<file path="src/rtl/flow_pkg.sv">
// Shared constants and FSM encoding for the uart_tx flow-control arbiter.
package flow_pkg;

    localparam logic [7:0] XOFF_BYTE = 8'h13;
    localparam logic [7:0] XON_BYTE  = 8'h11;

    typedef enum logic [1:0] {
        ST_IDLE      = 2'd0,
        ST_STROBE    = 2'd1,
        ST_WAIT_ACT  = 2'd2,
        ST_WAIT_IDLE = 2'd3
    } arb_state_e;

endpackage

</file>
<file path="src/rtl/uart_tx_flow_arbiter_if.sv">
// Byte-stream handshake between sample2uart, the arbiter and uart_tx.
interface uart_tx_flow_arbiter_if;

    logic       data_valid;
    logic [7:0] data_byte;
    logic       data_busy;
    logic       tx_dv;
    logic [7:0] tx_byte;
    logic       tx_active;

    modport master (
        input  data_valid, data_byte, tx_active,
        output data_busy, tx_dv, tx_byte
    );

    modport slave (
        output data_valid, data_byte, tx_active,
        input  data_busy, tx_dv, tx_byte
    );

endinterface

</file>
<file path="src/rtl/flow_level_monitor.sv">
// FIFO fill-level hysteresis: decides XON/XOFF and holds the single pending control byte.
module flow_level_monitor
    import flow_pkg::*;
#(
    parameter int unsigned COUNT_W   = 11,
    parameter int unsigned HIGH_MARK = 768,
    parameter int unsigned LOW_MARK  = 256,
    parameter logic [7:0]  XOFF_VAL  = XOFF_BYTE,
    parameter logic [7:0]  XON_VAL   = XON_BYTE
) (
    input  logic               in_clk,
    input  logic               in_reset,
    input  logic               in_flow_en,
    input  logic [COUNT_W-1:0] in_fifo_count,
    input  logic               take_i,
    output logic               pend_valid_o,
    output logic [7:0]         pend_byte_o,
    output logic               xoff_state_o
);

    localparam logic [COUNT_W-1:0] HIGH_C = COUNT_W'(HIGH_MARK);
    localparam logic [COUNT_W-1:0] LOW_C  = COUNT_W'(LOW_MARK);

    logic       xoff_q, xoff_d;
    logic       flow_en_q;
    logic       pend_valid_q, pend_valid_d;
    logic [7:0] pend_byte_q, pend_byte_d;
    logic [7:0] last_q, last_d;
    logic       dec_valid;
    logic [7:0] dec_byte;

    always_comb begin
        xoff_d    = xoff_q;
        dec_valid = 1'b0;
        dec_byte  = XON_VAL;
        if (flow_en_q && !in_flow_en && xoff_q) begin
            xoff_d    = 1'b0;
            dec_valid = 1'b1;
            dec_byte  = XON_VAL;
        end else if (in_flow_en) begin
            if (!xoff_q && in_fifo_count >= HIGH_C) begin
                xoff_d    = 1'b1;
                dec_valid = 1'b1;
                dec_byte  = XOFF_VAL;
            end else if (xoff_q && in_fifo_count <= LOW_C) begin
                xoff_d    = 1'b0;
                dec_valid = 1'b1;
                dec_byte  = XON_VAL;
            end
        end

        // A byte taken this cycle already counts as sent for the cancel compare.
        last_d       = take_i ? pend_byte_q : last_q;
        pend_valid_d = pend_valid_q & ~take_i;
        pend_byte_d  = pend_byte_q;
        if (dec_valid) begin
            pend_byte_d  = dec_byte;
            pend_valid_d = (dec_byte != last_d);
        end
    end

    // The host starts out in the XON condition, so an XON needs no resend.
    always_ff @(posedge in_clk or posedge in_reset) begin
        if (in_reset) begin
            xoff_q       <= 1'b0;
            flow_en_q    <= 1'b0;
            pend_valid_q <= 1'b0;
            pend_byte_q  <= 8'h00;
            last_q       <= XON_VAL;
        end else begin
            xoff_q       <= xoff_d;
            flow_en_q    <= in_flow_en;
            pend_valid_q <= pend_valid_d;
            pend_byte_q  <= pend_byte_d;
            last_q       <= last_d;
        end
    end

    assign pend_valid_o = pend_valid_q;
    assign pend_byte_o  = pend_byte_q;
    assign xoff_state_o = xoff_q;

endmodule

</file>
<file path="src/rtl/uart_tx_flow_arbiter.sv">
// Shares uart_tx between the sample2uart data stream and XON/XOFF flow-control bytes.
//   state      | meaning
//   IDLE       | accept data pulse or pending control byte
//   STROBE     | one-cycle out_tx_dv to uart_tx
//   WAIT_ACT   | wait for uart_tx to go active
//   WAIT_IDLE  | wait for uart_tx to finish the byte
module uart_tx_flow_arbiter
    import flow_pkg::*;
#(
    parameter int unsigned COUNT_W   = 11,
    parameter int unsigned HIGH_MARK = 768,
    parameter int unsigned LOW_MARK  = 256,
    parameter logic [7:0]  XOFF_VAL  = XOFF_BYTE,
    parameter logic [7:0]  XON_VAL   = XON_BYTE
) (
    input  logic                   in_clk,
    input  logic                   in_reset,
    input  logic                   in_flow_en,
    input  logic [COUNT_W-1:0]     in_fifo_count,
    uart_tx_flow_arbiter_if.master tx_if,
    output logic                   out_xoff_state,
    output logic [7:0]             out_ctrl_count
);

    arb_state_e state_q, state_d;
    logic [7:0] byte_q, byte_d;
    logic       is_ctrl_q, is_ctrl_d;
    logic [7:0] ctrl_cnt_q, ctrl_cnt_d;
    logic       pend_valid;
    logic [7:0] pend_byte;
    logic       busy;
    logic       accept;
    logic       take;

    flow_level_monitor #(
        .COUNT_W   (COUNT_W),
        .HIGH_MARK (HIGH_MARK),
        .LOW_MARK  (LOW_MARK),
        .XOFF_VAL  (XOFF_VAL),
        .XON_VAL   (XON_VAL)
    ) u_mon (
        .in_clk        (in_clk),
        .in_reset      (in_reset),
        .in_flow_en    (in_flow_en),
        .in_fifo_count (in_fifo_count),
        .take_i        (take),
        .pend_valid_o  (pend_valid),
        .pend_byte_o   (pend_byte),
        .xoff_state_o  (out_xoff_state)
    );

    // A pending control byte raises busy, so data can only win in the cycle it appears.
    assign busy   = in_reset | (state_q != ST_IDLE) | tx_if.tx_active | pend_valid;
    assign accept = tx_if.data_valid & ~busy;
    assign take   = (state_q == ST_IDLE) & pend_valid & ~tx_if.tx_active;

    always_comb begin
        state_d    = state_q;
        byte_d     = byte_q;
        is_ctrl_d  = is_ctrl_q;
        ctrl_cnt_d = ctrl_cnt_q;
        case (state_q)
            ST_IDLE: begin
                if (accept) begin
                    byte_d    = tx_if.data_byte;
                    is_ctrl_d = 1'b0;
                    state_d   = ST_STROBE;
                end else if (take) begin
                    byte_d    = pend_byte;
                    is_ctrl_d = 1'b1;
                    state_d   = ST_STROBE;
                end
            end
            ST_STROBE:   state_d = ST_WAIT_ACT;
            ST_WAIT_ACT: if (tx_if.tx_active) state_d = ST_WAIT_IDLE;
            ST_WAIT_IDLE: begin
                if (!tx_if.tx_active) begin
                    state_d = ST_IDLE;
                    if (is_ctrl_q && ctrl_cnt_q != 8'hFF) ctrl_cnt_d = ctrl_cnt_q + 8'd1;
                end
            end
            default: state_d = ST_IDLE;
        endcase
    end

    always_ff @(posedge in_clk or posedge in_reset) begin
        if (in_reset) begin
            state_q    <= ST_IDLE;
            byte_q     <= 8'h00;
            is_ctrl_q  <= 1'b0;
            ctrl_cnt_q <= 8'h00;
        end else begin
            state_q    <= state_d;
            byte_q     <= byte_d;
            is_ctrl_q  <= is_ctrl_d;
            ctrl_cnt_q <= ctrl_cnt_d;
        end
    end

    assign tx_if.data_busy = busy;
    assign tx_if.tx_dv     = (state_q == ST_STROBE);
    assign tx_if.tx_byte   = byte_q;
    assign out_ctrl_count  = ctrl_cnt_q;

endmodule

</file>
<file path="src/flat_wrapper.sv">
// flat-port wrapper written by rule: the top's interface ports become plain ports
module uart_tx_flow_arbiter_flat import flow_pkg::*;
#(
    parameter int unsigned COUNT_W   = 11,
    parameter int unsigned HIGH_MARK = 768,
    parameter int unsigned LOW_MARK  = 256,
    parameter logic [7:0]  XOFF_VAL  = XOFF_BYTE,
    parameter logic [7:0]  XON_VAL   = XON_BYTE
)
  (in_clk, in_reset, in_flow_en, in_fifo_count, out_xoff_state, out_ctrl_count, tx_if_data_valid, tx_if_data_byte, tx_if_tx_active, tx_if_data_busy, tx_if_tx_dv, tx_if_tx_byte);
  uart_tx_flow_arbiter_if tx_if_i ();
  input  logic in_clk;
  input  logic in_reset;
  input  logic in_flow_en;
  input  logic [COUNT_W-1:0] in_fifo_count;
  output logic out_xoff_state;
  output logic [7:0] out_ctrl_count;
  input wire logic [$bits(tx_if_i.data_valid)-1:0] tx_if_data_valid;
  input wire logic [$bits(tx_if_i.data_byte)-1:0] tx_if_data_byte;
  input wire logic [$bits(tx_if_i.tx_active)-1:0] tx_if_tx_active;
  output wire logic [$bits(tx_if_i.data_busy)-1:0] tx_if_data_busy;
  output wire logic [$bits(tx_if_i.tx_dv)-1:0] tx_if_tx_dv;
  output wire logic [$bits(tx_if_i.tx_byte)-1:0] tx_if_tx_byte;
  assign tx_if_i.data_valid = tx_if_data_valid;
  assign tx_if_i.data_byte = tx_if_data_byte;
  assign tx_if_i.tx_active = tx_if_tx_active;
  assign tx_if_data_busy = tx_if_i.data_busy;
  assign tx_if_tx_dv = tx_if_i.tx_dv;
  assign tx_if_tx_byte = tx_if_i.tx_byte;
  uart_tx_flow_arbiter #(.COUNT_W(COUNT_W), .HIGH_MARK(HIGH_MARK), .LOW_MARK(LOW_MARK), .XOFF_VAL(XOFF_VAL), .XON_VAL(XON_VAL)) u_core (.in_clk(in_clk), .in_reset(in_reset), .in_flow_en(in_flow_en), .in_fifo_count(in_fifo_count), .tx_if(tx_if_i), .out_xoff_state(out_xoff_state), .out_ctrl_count(out_ctrl_count));
endmodule
</file>
<file path="config.mk">
export PLATFORM = sky130hd
export DESIGN_NAME = uart_tx_flow_arbiter_flat
export DESIGN_NICKNAME = d
export VERILOG_FILES = /design/src/rtl/flow_pkg.sv /design/src/rtl/uart_tx_flow_arbiter_if.sv /design/src/rtl/flow_level_monitor.sv /design/src/rtl/uart_tx_flow_arbiter.sv /design/src/flat_wrapper.sv
export SDC_FILE = /design/constraint.sdc
export NUM_CORES = 1
export LEC_CHECK = 0
export ABC_AREA = 1
export ABC_CLOCK_PERIOD_IN_PS = 1720
export CAP_MARGIN = 10
export CORE_AREA = 2 2 61 63
export CTS_CLUSTER_SIZE = 40
export DETAILED_ROUTE_END_ITERATION = 8
export DIE_AREA = 0 0 63 65
export PLACE_DENSITY_LB_ADDON = 0.05
export SYNTH_ARGS = -nofsm -noshare
export SYNTH_HDL_FRONTEND = slang
export SYNTH_SLANG_ARGS = --single-unit
</file>
<file path="constraint.sdc">
create_clock -name in_clk -period 1.72 [get_ports in_clk]
set_input_delay 0.344 -clock in_clk [delete_from_list [all_inputs] [get_ports in_clk]]
set_output_delay 0.344 -clock in_clk [all_outputs]
set_load 0.02 [all_outputs]
</file>
==> results.ini, run 1 <==
[sta]
rsz0062_at_grt = false
fin_hold_ws_ns = 0.4051
slew_headroom_pct = 74.56
skew_ns = 0.007656
final.setup.tns_ns = 0
worst_slack_ns = 0.06157
timing.final.max_slew_violations = 0
worstMarginPinSlew_ns = 0.3787
setup_violations = 0
hold_viol_final = 0
fmax_ghz = 0.6030
period_needed_ns = 1.658
period_share_pct = 96.42

[worst_setup_path]
end_kind = primary output
arrival_ns = 1.31
critPathTopFamily = buffers and inverters
crit_path_top_delay_cell = clkdlybuf4s50_1
crit_type = register to primary output
cp.buffers_inverters = 1
required_ns = 1.38
slowest_delay_ns = 0.61
start_kind = register
critPathMaxFanout = 4
path_cells = clkdlybuf4s50_1

[place]
gp_congestion = 0.7661
portBuffers = 42
dpl_worst_slack_ns = -0.1954
placed_area_um2 = 2246
hpwl_um = 2522

[floorplanning]
die_x_um = 63
io_pins = 43
start_util_pct = 45.74
die_height_um = 65
rows = 22
core_area_um2 = 3496
die_area_um2 = 4095

[synthesis]
ys_seq_area_share_pct = 50.23
ys_types = 26
synthCells = 182
postSynth.asyncResetShare_pct = 100.0
synthTopCellsByArea = dfrtp_1, nand2_1, inv_1
syn_area_per_cell_um2 = 8.786
netlist_area_um2 = 1599
synthFlopType = dfrtp_1
synth.top_cell.area_share_pct = 46.95
yosys.cell_count.top_type = nand2_1
yosysTopAreaCell = dfrtp_1
synth_warnings = 0
synth_nets = 212
synth_common_cells = nand2_1, dfrtp_1, inv_1, nor2_1, o21ai_0
synth_edf_count = 0
synth_seq_cells = 32

[clocking]
cts_setup_buffers = 0
clock_path_buffers = 2
clock_latency_ns = 0.32
cts_num_sinks = 32
htreeDepth = 2
cts_tree = done
cts_buffers = 5
root_buffer = clkbuf_4
path_clk_slew_ns = 0.09

[layout]
ff_latch_area_um2 = 803.3
syn_to_final_growth_pct = 44.13
multi_input_area_um2 = 673.1
drive_gt1_share_pct = 20.95
final_net_count = 282
post-route-util_pct = 65.93
diodes = 0
nFillCells = 313
final_area_um2 = 2305

[hold_path]
hp-class = input port to asynchronous set/reset pin

[pwr]
switching_share_pct = 40.23
pwr-share-comb_pct = 51.6
intPower_mw = 2.055
netSwitchingPower_mw = 1.383
vdd_drop_max_mv = 0.8653
power_frac_clock_pct = 11.5
seqPwrFrac_pct = 36.9
p_per_area_nw_per_um2 = 1492
p_leak_nw = 1.192

[detailed_routing]
wirelength_um = 3374
num_vias = 1404
ant_nets = 0
detail_route.iter0.violations = 49
drcViolationCount = 0
viasPerCell = 4.664
wl_per_cell_um = 11.21
dr.pass1.iters = 4

[run]
cap_viol_max_count = 0

[global_routing]
track_usage_pct = 18.33
grt_pass1_wl_um = 5878
antenna_found_initial = 0
grt_max_degree = 33
first_global_vias = 1425
grt_overflow = 0

[run_status]
status = complete, no violations

-- power groups by stage --
stage,clock [mW],combinational [mW],sequential [mW]
2_1_floorplan,0,0.773,1.48
3_3_place_gp,0,1.75,1.27
3_5_place_dp,0,1.79,1.28
4_1_cts,0.425,1.77,1.27
5_1_grt,0.451,1.96,1.31
6_report,0.397,1.77,1.27
-- flip-flops by register name, indices dropped and copies added (netlist names) --
name                       cells
u_core.tx_if.tx_byte           8
u_core.u_mon.pend_byte_o       2
u_core.is_ctrl_q               1
u_core.state_q                 2
u_core.u_mon.flow_en_q         1
u_core.u_mon.last_q            8
u_core.u_mon.xoff_state_o      1
u_core.u_mon.pend_valid_o      1
u_core.out_ctrl_count          8
-- area by class of cell --
type                       instances  area share [%]
sequential                        32           34.85
multi-input combinational        116           29.21
timing repair buffer              64           25.79
clock buffer                       7           1.954
clock inverter                     1          0.2172
inverter                          33           5.375
tap                               48           2.606
-- tightest hold or removal path: cells and delay by family --
kind                   cells  cell delay, ns
buffers and inverters      3            0.75
-- layout by cell type, fill, tap and decap left out, types with 2 or more instances in the layout --
master           netlist  layout
nand3b_1               2       2
o21ai_0               11      11
clkdlybuf4s50_1        0      33
clkbuf_1               0       2
o21ai_1                2       2
a31oi_1                2       2
inv_2                  5       7
clkbuf_4               0       5
nor2_1                14      14
dlymetal6s2s_1         0       4
xor2_1                 4       4
o21ai_2                6       6
dfstp_2                2       2
dlygate4sd2_1          0       3
buf_4                  0      21
nand2_1               44      44
nand4_1                7       7
ha_1                   6       5
inv_1                 28      26
dfrtp_1               30      30
nand3_4                2       2
nor3_1                 2       2
nand3_1                6       6
-- logic make-up (layout without fill, tap and decap cells) --
kind of cell	after synthesis	after routing	synth area share, %
flops	32	32	50.23
xor+xnor	4	4	2.191
mux	1	1	0.6260
compound gates	22	22	8.450
simple gates	83	83	25.35
buf+inv	34	105	8.451
fa+ha+maj	6	6	4.695
-- what timing repair did --
| item | 4_1_cts | 5_1_grt |
|---|---|---|
| hold buffers | 0 | 0 |
| endpoints found under the setup margin | 5 | 7 |
| pin swaps | 0 | 1 |
| resized for setup | 10 | 8 |
-- final timing paths --
kind | start | end | slack, ns | cells after the start
max in group asynchronous | in_reset | u_core.u_mon.last_q[4]$_DFF_PP1_ | 1.07 | 3
worst max register to register | u_core.state_q[1]$_DFFE_PP0P_ | u_core.u_mon.pend_valid_o$_DFF_PP0_ | 0.21 | 10
min in group in_clk | u_core.tx_if.tx_byte[5]$_DFFE_PP0P_ | u_core.tx_if.tx_byte[5]$_DFFE_PP0P_ | 0.50 | 2
worst min-delay path | in_reset | u_core.u_mon.pend_valid_o$_DFF_PP0_ | 0.41 | 3
worst min register to register | u_core.tx_if.tx_byte[5]$_DFFE_PP0P_ | u_core.tx_if.tx_byte[5]$_DFFE_PP0P_ | 0.50 | 2
worst max-delay path | u_core.out_ctrl_count[6]$_DFFE_PP0P_ | out_ctrl_count[6] | 0.06 | 1
-- metrics by stage --
stage / power, mW / cells
after global routing: 3.720 / 301
after CTS: 3.464 / 301
after floorplan: 2.250 / 182
after global placement: 3.015 / 293
final: 3.439 / 301
after detailed placement: 3.069 / 293
-- metal layers --
metal	vias up	global-route usage, %	routed length (µm)
li1	718	-	-
met1	637	20.18	1518
met2	42	32.05	1580
met3	7	5.903	221
met4	0	8.611	55
met5	-	0	0
Note: power is estimated with default switching activity, not from simulation.
==> inputs of run 2 (changes only) <==
- SETUP_SLACK_MARGIN: default -> 0.02
==> run 2 against run 1 <==
Against the previous run: hold slack hardly changed; via count stayed put; global-route usage stayed put; combinational power hardly changed; cell area hardly changed; clock skew hardly changed; die area stayed put; cell count stayed put; first-iteration DRC count is 2.0% lower; utilization hardly changed; critical endpoint is now out_xoff_state.
==> results.ini, run 2 (synthesis gave the netlist of run 1 again) <==
[run_status]
status = complete, no violations  ; unchanged

[worst_setup_path]
slowest_delay_ns = 0.61  ; about the same
crit_type = register to primary output  ; unchanged
worstReg2RegStart = u_core.state_q[1]$_DFFE_PP0P_  ; unchanged
end_kind = primary output  ; unchanged
required_ns = 1.38  ; about the same
r2r-end = u_core.u_mon.pend_valid_o$_DFF_PP0_  ; unchanged
start_kind = register  ; unchanged
critPathMaxFanout = 3  ; was 4
cp.buffers_inverters = 1  ; unchanged
critPathTopFamily = buffers and inverters  ; unchanged
path_cells = clkdlybuf4s50_1  ; unchanged
cp.depth = 1  ; unchanged
arrival_ns = 1.30  ; was 1.31 ns
r2r_slack_ns = 0.21  ; about the same
r2r_cells = 10  ; unchanged
crit_path_top_delay_cell = clkdlybuf4s50_1  ; unchanged

[pwr]
seqPwrFrac_pct = 37.0  ; was 36.9%
pwr-share-comb_pct = 51.5  ; was 51.6%
p_per_area_nw_per_um2 = 1490  ; was 1492 nW/µm²
intPower_mw = 2.049  ; was 2.055 mW
power_frac_clock_pct = 11.5  ; about the same
switching_share_pct = 40.30  ; was 40.23%
vdd_drop_max_mv = 0.8653  ; about the same
netSwitchingPower_mw = 1.383  ; about the same
p_leak_nw = 1.200  ; was 1.192 nW

[global_routing]
antenna_found_initial = 0  ; unchanged
grt_max_degree = 33  ; unchanged
grt_overflow = 0  ; unchanged
first_global_vias = 1425  ; unchanged
track_usage_pct = 18.33  ; unchanged
grt_pass1_wl_um = 5878  ; unchanged

[layout]
diodes = 0  ; unchanged
nFillCells = 315  ; was 313
post-route-util_pct = 65.89  ; was 65.93%
final_cell_mix = nand2_1, clkdlybuf4s50_1, dfrtp_1  ; unchanged
syn_to_final_growth_pct = 44.05  ; was 44.13%
final_net_count = 282  ; unchanged
layout_commonest_cell = nand2_1  ; unchanged
drive_gt1_share_pct = 20.95  ; unchanged

[floorplanning]
die_height_um = 65  ; unchanged
core_area_um2 = 3496  ; unchanged
rows = 22  ; unchanged
io_pins = 43  ; unchanged
die_x_um = 63  ; unchanged
die_area_um2 = 4095  ; unchanged
start_util_pct = 45.74  ; unchanged

[sta]
worstMarginPinSlew_ns = 0.3787  ; unchanged
period_share_pct = 95.38  ; was 96.42%
slew_headroom_pct = 74.56  ; unchanged
rsz0062_at_grt = true  ; was false
timing.final.max_slew_violations = 0  ; unchanged
period_needed_ns = 1.641  ; was 1.658 ns
skew_ns = 0.007275  ; was 0.007656 ns
fin_hold_ws_ns = 0.4051  ; about the same
setup_violations = 0  ; unchanged
hold_viol_final = 0  ; unchanged
fmax_ghz = 0.6095  ; was 0.6030 GHz
worst_slack_ns = 0.07938  ; was 0.06157 ns

[clocking]
cts_buffers = 5  ; unchanged
cts_num_sinks = 32  ; unchanged
htreeDepth = 2  ; unchanged
clock_path_buffers = 2  ; unchanged
root_buffer = clkbuf_4  ; unchanged
cts_tree = done  ; unchanged
clock_latency_ns = 0.32  ; about the same
path_clk_slew_ns = 0.09  ; about the same

[detailed_routing]
detail_route.iter0.violations = 48  ; was 49
num_vias = 1404  ; unchanged
drcViolationCount = 0  ; unchanged
ant_nets = 0  ; unchanged
dr.pass1.iters = 4  ; unchanged
viasPerCell = 4.664  ; unchanged
wirelength_um = 3377  ; was 3374 µm
wl_per_cell_um = 11.22  ; was 11.21 µm

[place]
hpwl_um = 2522  ; unchanged
gp_congestion = 0.7661  ; unchanged
dpl_worst_slack_ns = -0.1954  ; unchanged
portBuffers = 42  ; unchanged

[hold_path]
hp-class = input port to asynchronous set/reset pin  ; unchanged

[run]
cap_viol_max_count = 0  ; unchanged

-- run 2: cell types whose count changed in the layout (fill, tap and decap cells not counted), sizes merged --
cell           delta
buf               +1
dlygate4sd2       +1
clkbuf            -1
clkdlybuf4s50     -1
-- run 2: area by class of cell --
cell class	instances	area, µm²	share of cell area [%]
clock buffers	7	45.04	1.955
clock inverters	1	5.005	0.2173
inverters	33	123.9	5.378
multi-input cells	116	673.1	29.22
flip-flops and latches	32	803.3	34.87
well taps	48	60.06	2.607
repair buffers	64	593.1	25.75
-- run 2: through the flow --
stage	total power [mW]	area [µm²]	TNS [ns]	std cells
2_1_floorplan	2.250	1599	0	182
3_3_place_gp	3.015	2246	-0.2416	293
3_5_place_dp	3.069	2246	-0.3195	293
4_1_cts	3.458	2290	0	301
5_1_grt	3.712	2303	0	301
6_report	3.432	2303	0	301
-- run 2: power by group through the flow --
stage / sequential, mW / combinational [mW] / clock, mW
after floorplan: 1.48 / 0.773 / 0
after global placement: 1.27 / 1.75 / 0
after detailed placement: 1.28 / 1.79 / 0
after CTS: 1.27 / 1.76 / 0.425
after global routing: 1.31 / 1.95 / 0.451
final: 1.27 / 1.77 / 0.396
-- run 2: layer usage --
| metal | track usage, % | up-vias | routed length [µm] |
|---|---|---|---|
| met5 | 0 | - | 0 |
| met4 | 8.611 | 0 | 55 |
| met3 | 5.903 | 7 | 221 |
| met2 | 32.05 | 42 | 1580 |
| met1 | 20.18 | 637 | 1520 |
| li1 | - | 718 | - |
-- run 2: what timing repair did --
action | CTS | global route
gates cloned | 0 | 0
setup buffers | 0 | 0
gates resized for setup | 12 | 8
pin swaps | 0 | 1
hold buffers | 0 | 0
setup endpoints to repair | 6 | 7
-- run 2: how the worst max path moves through the flow --
stage	slack (ns)	start	to
final	0.08	u_core.u_mon.xoff_state_o$_DFFE_PP0P_	out_xoff_state
after global routing	0.007	u_core.state_q[1]$_DFFE_PP0P_	tx_if_data_busy
after floorplan	0.23	u_core.state_q[0]$_DFFE_PP0P_	u_core.state_q[1]$_DFFE_PP0P_
after global placement	-0.18	tx_if_tx_active	tx_if_data_busy
after detailed placement	-0.20	tx_if_tx_active	tx_if_data_busy
after CTS	0.02	u_core.out_ctrl_count[1]$_DFFE_PP0P_	out_ctrl_count[1]
